$ cat src/rtl/mem_pkg.sv
// Shared definitions for the core's unified-memory access path: response
// owner encoding, default address width and byte-lane constants.
package mem_pkg;

    localparam int ADDR_W_DEF = 16;
    localparam int DATA_W     = 32;
    localparam int BE_W       = DATA_W / 8;

    // Which requester the read data returning next cycle belongs to.
    typedef enum logic [1:0] {
        OWN_NONE  = 2'd0,
        OWN_FETCH = 2'd1,
        OWN_DATA  = 2'd2
    } owner_e;

    // Counter width able to hold 0..max_count; never narrower than one bit.
    function automatic int streak_w(input int max_count);
        return (max_count < 1) ? 1 : $clog2(max_count + 1);
    endfunction

endpackage

$ cat src/rtl/streak_counter.sv
// Saturating event counter with synchronous clear and an at-max flag.
// Used by the memory arbiter to bound how long one requester can be
// starved by the other.
module streak_counter
    import mem_pkg::*;
#(
    parameter int MAX_COUNT = 4
) (
    input  logic clk,
    input  logic rst,
    input  logic i_inc,
    input  logic i_clr,
    output logic o_at_max
);

    localparam int                CNT_W   = streak_w(MAX_COUNT);
    localparam logic [CNT_W-1:0]  MAX_VAL = CNT_W'(MAX_COUNT);

    logic [CNT_W-1:0] r_count;

    // Count up on i_inc, stop at MAX_VAL; clear wins over increment.
    // NOTE: sequential state is written with non-blocking assignments so every
    // flop samples the pre-edge values, independent of block evaluation order.
    always_ff @(posedge clk) begin
        if (rst) begin
            r_count <= '0;
        end else if (i_clr) begin
            r_count <= '0;
        end else if (i_inc && (r_count != MAX_VAL)) begin
            r_count <= r_count + CNT_W'(1);
        end
    end

    assign o_at_max = (r_count == MAX_VAL);

endmodule

$ cat src/rtl/imem_dmem_arbiter.sv
// Arbiter sharing the single-port unified memory between instruction fetch
// and the load/store unit. Data wins conflicts, except that after
// MAX_D_STREAK consecutive data grants with a fetch waiting, the fetch is
// forced through. One grant per cycle, read data returns one cycle later and
// is steered to whichever requester was granted.
module imem_dmem_arbiter
    import mem_pkg::*;
#(
    parameter int ADDR_W       = ADDR_W_DEF,
    parameter int MAX_D_STREAK = 4
) (
    input  logic                clk,
    input  logic                rst,

    // instruction fetch port
    input  logic                i_req,
    input  logic [31:0]         i_addr,
    output logic                i_gnt,
    output logic                i_rvalid,
    output logic [31:0]         i_rdata,

    // load/store port
    input  logic                d_req,
    input  logic                d_we,
    input  logic [BE_W-1:0]     d_be,
    input  logic [31:0]         d_addr,
    input  logic [31:0]         d_wdata,
    output logic                d_gnt,
    output logic                d_rvalid,
    output logic [31:0]         d_rdata,

    // memory port
    output logic                m_en,
    output logic                m_we,
    output logic [BE_W-1:0]     m_be,
    output logic [ADDR_W-1:0]   m_addr,
    output logic [31:0]         m_wdata,
    input  logic [31:0]         m_rdata
);

    logic   w_i_gnt;
    logic   w_d_gnt;
    logic   w_fetch_due;
    logic   w_streak_inc;
    logic   w_streak_clr;
    owner_e r_owner;

    // Byte-offset bits and address bits above the memory depth are dropped on
    // purpose so out-of-range addresses wrap; gather them so it is explicit.
    logic   w_unused_addr_bits;
    assign w_unused_addr_bits = ^{i_addr[1:0], i_addr[31:ADDR_W+2],
                                  d_addr[1:0], d_addr[31:ADDR_W+2]};

    // Consecutive data grants taken while a fetch is waiting.
    streak_counter #(
        .MAX_COUNT (MAX_D_STREAK)
    ) u_streak (
        .clk      (clk),
        .rst      (rst),
        .i_inc    (w_streak_inc),
        .i_clr    (w_streak_clr),
        .o_at_max (w_fetch_due)
    );

    assign w_streak_inc = w_d_gnt & i_req;
    assign w_streak_clr = w_i_gnt | ~i_req;

    // Grant selection: data-over-fetch unless the fetch has waited long enough.
    // NOTE: every combinational output gets a default before any branch, so no
    // path leaves it unassigned and no latch is inferred.
    always_comb begin
        w_i_gnt = 1'b0;
        w_d_gnt = 1'b0;
        if (!rst) begin
            if (i_req && d_req) begin
                if (w_fetch_due) begin
                    w_i_gnt = 1'b1;
                end else begin
                    w_d_gnt = 1'b1;
                end
            end else begin
                w_i_gnt = i_req;
                w_d_gnt = d_req;
            end
        end
    end

    assign i_gnt = w_i_gnt;
    assign d_gnt = w_d_gnt;

    // Memory address from the winner; zero when nobody is granted.
    always_comb begin
        m_addr = '0;
        if (w_d_gnt) begin
            m_addr = d_addr[ADDR_W+1:2];
        end else if (w_i_gnt) begin
            m_addr = i_addr[ADDR_W+1:2];
        end
    end

    assign m_en    = w_i_gnt | w_d_gnt;
    assign m_we    = w_d_gnt & d_we;
    assign m_be    = (w_d_gnt & d_we) ? d_be : '0;
    assign m_wdata = m_en ? d_wdata : '0;

    // Remember who owns the read data arriving next cycle; writes return nothing.
    always_ff @(posedge clk) begin
        if (rst) begin
            r_owner <= OWN_NONE;
        end else if (w_i_gnt) begin
            r_owner <= OWN_FETCH;
        end else if (w_d_gnt && !d_we) begin
            r_owner <= OWN_DATA;
        end else begin
            r_owner <= OWN_NONE;
        end
    end

    assign i_rvalid = (r_owner == OWN_FETCH);
    assign d_rvalid = (r_owner == OWN_DATA);
    assign i_rdata  = i_rvalid ? m_rdata : '0;
    assign d_rdata  = d_rvalid ? m_rdata : '0;

endmodule

$ cat config.mk
export PLATFORM = sky130hd
export DESIGN_NAME = imem_dmem_arbiter
export DESIGN_NICKNAME = d
export VERILOG_FILES = /design/src/rtl/mem_pkg.sv /design/src/rtl/streak_counter.sv /design/src/rtl/imem_dmem_arbiter.sv
export SDC_FILE = /design/constraint.sdc
export NUM_CORES = 1
export LEC_CHECK = 0
export ABC_AREA = 1
export BUFFER_PORTS_ARGS = -buffer_cell sky130_fd_sc_hd__buf_4
export CAP_MARGIN = 20
export CORE_AREA = 5 5 98 100
export DETAILED_ROUTE_END_ITERATION = 8
export DIE_AREA = 0 0 103 105
export PLACE_DENSITY = 0.62
export SLEW_MARGIN = 20
export SYNTH_ARGS = -nofsm -noshare
export SYNTH_HDL_FRONTEND = slang
export SYNTH_SLANG_ARGS = --single-unit
export TNS_END_PERCENT = 10
$ cat constraint.sdc
create_clock -name clk -period 1.49 [get_ports clk]
set_input_delay 0.298 -clock clk [delete_from_list [all_inputs] [get_ports clk]]
set_output_delay 0.298 -clock clk [all_outputs]
set_load 0.01 [all_outputs]
### Yosys cells after proc, flatten, opt, wreduce, memory -nomap -nowiden

Cells that the tools add are included.

| word-level totals | value |
|---|---|
| register bits | 5 |
| logic and storage cells | 33 |
| input port bits | 137 |
| output and inout bits | 122 |

| cells by class | value |
|---|---|
| multiplexer cells | 14 |
| bitwise logic cells | 5 |
| add/sub/neg operators | 1 |
| reduce and logical (&&, ||, !) cells | 6 |
| equal/unequal tests | 4 |

Operators by type and width:

| kind | number |
|---|---|
| 32-bit 2-to-1 mux | 3 |
| 16-bit 2-to-1 mux | 2 |
| 1-bit 2-to-1 mux | 7 |
| 4-bit 2-to-1 mux | 1 |
| 2-bit OR reduction | 2 |
| 3-bit by 1-bit adder with 3-bit output (second input constant) | 1 |
| 3-bit == test (second input constant) | 1 |
| 1-bit logical AND | 3 |
| 3-bit != test (second input constant) | 1 |
| 1-bit bitwise AND | 2 |
| 2-bit by 1-bit == test with 1-bit output (second input constant) | 1 |
| 2-bit == test (second input constant) | 1 |
| 2-bit 2-to-1 mux | 1 |
| 1-bit bitwise OR | 2 |
| 1-bit logical NOT | 1 |
| 1-bit inverter | 1 |

### Longest topological paths before layout

| logic depth | value |
|---|---|
| word-level depth | 7 |
| gate-level depth with buffers | 7 |
| mapped depth without buffers | 6 |

### By module

Synthesis repeated with hierarchy kept, for this count alone.

| unflattened totals | value |
|---|---|
| cells, all modules | 283 |
| area total of the unflattened synthesis | 1333.8 µm² |

By module, submodules not included:

| module | area each (µm²) | instances | cells an instance | sequential area each (µm²) |
|---|---|---|---|---|
| imem_dmem_arbiter | 1158.6 | 1 | 256 | 40.0 |
| streak_counter | 175.2 | 1 | 27 | 60.1 |

### Least setup slack after synthesis

Ideal clock, no wire load.

| path | value |
|---|---|
| kind | reg-to-output |
| from | register u_streak.r_count[0] |
| to | output m_addr[10] |
| slack | 0.039 ns |
| data arrival time | 1.153 ns |
| cell stages (with the launch flop) | 7 |
| buffers on the path | 1 |
| required time | 1.192 ns |
| cells stage by stage | dfxtp_1 > inv_1 > ha_1 > nand3_1 > buf_2 > nand3_1 > nand2_1 |

| on the way | value |
|---|---|
| word-level cells in the longest chain between the ends | 6 |
| elaborated cells between the ends (all ways) | 9 |
| classes of those cells | eq/ne (1); mux (8) |

Ends and longest elaborated chain:

| item | RTL line | RTL |
|---|---|---|
| from (decl) | streak_counter.sv:19 | `logic [CNT_W-1:0] r_count;` |
| from (signal assigned) | streak_counter.sv:30 | `r_count <= r_count + CNT_W'(1);` |
| 3-bit == test (*) | streak_counter.sv:34 | `assign o_at_max = (r_count == MAX_VAL);` |
| 1-bit 2-to-1 mux | imem_dmem_arbiter.sv:76 | `if (w_fetch_due) begin` |
| 1-bit 2-to-1 mux | imem_dmem_arbiter.sv:75 | `if (i_req && d_req) begin` |
| 1-bit 2-to-1 mux | imem_dmem_arbiter.sv:74 | `if (!rst) begin` |
| 16-bit 2-to-1 mux | imem_dmem_arbiter.sv:96 | `end else if (w_i_gnt) begin` |
| 16-bit 2-to-1 mux (*) | imem_dmem_arbiter.sv:94 | `if (w_d_gnt) begin` |
| to (decl) | imem_dmem_arbiter.sv:36 | `output logic [ADDR_W-1:0] m_addr,` |

Every way passes the cells marked *; elsewhere a longest branch is shown, timed or not.

### Worst setup path after layout

| path | value |
|---|---|
| from | register u_streak.r_count[1] |
| to | output i_gnt |

| on the way | value |
|---|---|
| word-level cells in the longest chain between the ends | 4 |

Ends and longest elaborated chain:

| item | RTL line | RTL |
|---|---|---|
| 3-bit == test | streak_counter.sv:34 |  |
| 1-bit 2-to-1 mux | imem_dmem_arbiter.sv:76 |  |
| 1-bit 2-to-1 mux | imem_dmem_arbiter.sv:75 |  |
| 1-bit 2-to-1 mux | imem_dmem_arbiter.sv:74 |  |
| to (decl) | imem_dmem_arbiter.sv:18 | `output logic i_gnt,` |

No other way between the ends.

==> load_flow_metrics.sql <==
INSERT INTO impl_metrics (metric_group, metric, value, unit) VALUES
('clocking', 'cts_tree', 'yes', ''),
('worst_setup_path', 'worst_path_max_delay_cell', 'sky130_fd_sc_hd__dfxtp_2', ''),
('clocking', 'cts_sinks', '5', ''),
('worst_setup_path', 'worst-setup-path-type', 'flop to primary output', ''),
('placement', 'dpl_worst_slack', '-0.01669', 'ns'),
('placement', 'port_buffers', '226', ''),
('sta', 'maxSlewHeadroom', '0.8373', ''),
('run', 'drv.max_cap_violation_count', '0', ''),
('synth', 'synth_largest_type_area_fraction', '0.3118', ''),
('floorplan', 'rows', '34', ''),
('placement', 'detailed_place_hpwl', '5953', 'um'),
('floorplan', 'placeableCoreArea', '8593', 'sq um'),
('sta', 'rsz0062_at_grt', 'true', ''),
('clocking', 'numCtsBuffers', '3', ''),
('finish', 'finalNetCount', '643', ''),
('sta', 'period_needed', '1.646', 'ns'),
('global_route', 'grt_start_max_net_pins', '34', ''),
('synth', 'synth_nets', '405', ''),
('worst_setup_path', 'worst_setup_path_start_kind', 'flop', ''),
('sta', 'clock-skew-final', '0.002706', 'ns'),
('finish', 'flow.area_growth_from_synthesis', '187.6', '%'),
('floorplan', 'die_h', '105', 'um'),
('finish', 'insertedDiodeCount', '0', ''),
('worst_setup_path', 'max_stage_delay', '0.33', 'ns'),
('synth', 'ys_types', '16', ''),
('sta', 'setup_violations', '26', ''),
('worst_setup_path', 'critical-path-top-delay-family', 'flip-flops', ''),
('synth', 'combinational_family_with_the_most_area_after_synthesis', 'simple AND/OR/NAND/NOR gates', ''),
('placement', 'dp_cells', '596', ''),
('route', 'initialDrtViolationCount', '31', ''),
('sta', 'timing_hold_violations_final', '0', ''),
('power', 'total_leakage_power', '2.204', 'nW'),
('global_route', 'antenna_found_initial', '0', ''),
('synth', 'synth-compound-area-share', '0', ''),
('synth', 'ys_ff_latch', '5', ''),
('power', 'cellPowerDensity', '341.4', 'nW/um^2'),
('floorplan', 'die-area', '10820', 'sq um'),
('sta', 'tightest_slew', '0.2437', 'ns'),
('worst_setup_path', 'endpoint_class_of_the_critical_path', 'primary output', ''),
('synth', 'syn_area', '1240', 'sq um'),
('placement', 'routabilityCongestion', '0.7181', ''),
('synth', 'synth_mux_area_frac', '0', ''),
('outcome', 'failed_checks', 'setup timing', ''),
('clocking', 'cts_htree_levels', '1', ''),
('sta', 'fmax', '607.4', 'MHz'),
('route', 'antenna_left', '0', ''),
('worst_setup_path', 'crit_required', '1.19', 'ns'),
('synth', 'post_synth_and_or_nand_nor_area_fraction', '0.5721', ''),
('synth', 'post_synth_xor_area_fraction', '0.007064', ''),
('clocking', 'clkTransAtPathRegs', '0.04', 'ns'),
('route', 'drt-vias-per-instance', '3.905', ''),
('synth', 'synth_fa_ha_area_frac', '0.02018', ''),
('finish', 'drive_gt1_frac', '0.6123', ''),
('clocking', 'root_driver', 'sky130_fd_sc_hd__clkbuf_8', ''),
('outcome', 'status', 'finished with violations', ''),
('worst_setup_path', 'crit_path_cell_trace', 'inv_2 -> ha_4 -> nand2_4 -> nand2_8 -> clkbuf_16 -> and2_4 -> buf_6', ''),
('route', 'overall_via_count_from_detail_route', '2386', ''),
('power', 'vdd.ir_drop.worst', '0.1955', 'mV'),
('synth', 'postSynthCellCount', '266', ''),
('global_route', 'number_of_global_route_vias_before_repair', '2249', ''),
('global_route', 'grt_remaining_overflow', '0', ''),
('global_route', 'groute.usage.overall', '0.1158', ''),
('synth', 'biggest_area_contributors_in_the_synthesized_netlist', 'sky130_fd_sc_hd__nor2_1 31%, sky130_fd_sc_hd__inv_1 24%, sky130_fd_sc_hd__nand3_1 14%, sky130_fd_sc_hd__dfxtp_1 8.1%, sky130_fd_sc_hd__nand2_1 6.1%', ''),
('worst_setup_path', 'crit_path_max_fanout', '4', ''),
('worst_setup_path', 'critPathBufInv', '3', ''),
('synth', 'post_synth.cell_area_avg', '4.661', 'sq um'),
('worst_setup_path', 'critPathArrivalTime', '1.35', 'ns'),
('sta', 'fin_ws', '-0.1563', 'ns'),
('synth', 'seq_area_frac_synth', '0.08073', ''),
('global_route', 'grt_first_pass_wirelength', '10240', 'um'),
('synth', 'synth_area_leader_cell', 'sky130_fd_sc_hd__nor2_1', '');
## kinds of logic (layout without fill, tap and decap cells)
family,after synthesis,in the layout
AND/OR/NAND/NOR,165,165
buffers and inverters,93,330
flip-flops,5,5
adder cells (fa/ha/maj),2,2
XOR/XNOR,1,1
## where the power goes
part           leakage, nW  total (mW)  internal [mW]  switching [mW]
combinational         2.14       0.824          0.466           0.358
clock               0.0228       0.252          0.184          0.0687
sequential          0.0417       0.140          0.139         0.00178
## stage by stage
| step | hold WS [ns] | power, mW | instance area, sq um |
|---|---|---|---|
| after floorplan | 0.3704 | 0.4188 | 1240 |
| after global placement | 0.4741 | 0.8775 | 3109 |
| after detailed placement | 0.4716 | 0.8855 | 3109 |
| after CTS | 0.2443 | 1.181 | 3361 |
| after global routing | 0.2548 | 1.300 | 3566 |
| final | 0.2495 | 1.217 | 3566 |
## worst paths after layout
path / start / to / slack (ns) / cells after the start
setup reg to reg: u_streak.r_count[0] / u_streak.r_count[2] / -0.10 / 11
hold reg to reg: u_streak.r_count[0] / u_streak.r_count[0] / 0.50 / 2
hold / removal: d_we / r_owner[1] / 0.25 / 2
setup / recovery: u_streak.r_count[1] / i_gnt / -0.16 / 7
## final cells by class
cell class	count	area (sq um)
Sequential cell	5	102.6
Timing Repair Buffer	247	2047
Clock buffer	4	45.04
Fill cell	861	5027
Inverter	79	296.5
Tap cell	108	135.1
Multi-Input combinational cell	168	939.7
## flip-flops by register name, summed over array words and instances (netlist names)
signal,cells
r_owner,2
u_streak.r_count,3
## repair_timing
action,in CTS,in global routing
resized for setup,34,46
setup endpoints to repair,24,78
pin swaps,3,18
gates cloned,2,2
hold buffers,0,0
setup buffers,7,0
## metal layers
metal	up-vias	track usage	wire [um]
li1	1217	-	-
met1	1028	0.1003	2194
met2	135	0.2415	4048
met3	6	0.04064	1046
met4	0	0.02498	58
met5	-	0	0
## cells in the mapped netlist
| library cell | count |
|---|---|
| sky130_fd_sc_hd__nand2_1 | 20 |
| sky130_fd_sc_hd__ha_1 | 2 |
| sky130_fd_sc_hd__nor2_4 | 2 |
| sky130_fd_sc_hd__and2_1 | 2 |
| sky130_fd_sc_hd__nor2_1 | 103 |
| sky130_fd_sc_hd__inv_1 | 79 |
| sky130_fd_sc_hd__xnor2_1 | 1 |
| sky130_fd_sc_hd__nand3_2 | 1 |
| sky130_fd_sc_hd__dfxtp_1 | 5 |
| sky130_fd_sc_hd__clkbuf_1 | 3 |
| sky130_fd_sc_hd__buf_2 | 5 |
| sky130_fd_sc_hd__nand3_1 | 34 |
| sky130_fd_sc_hd__buf_6 | 5 |
| sky130_fd_sc_hd__nor2_8 | 1 |
| sky130_fd_sc_hd__buf_4 | 1 |
| sky130_fd_sc_hd__nor2_2 | 2 |
No activity file was read; power rests on OpenSTA's default activity.
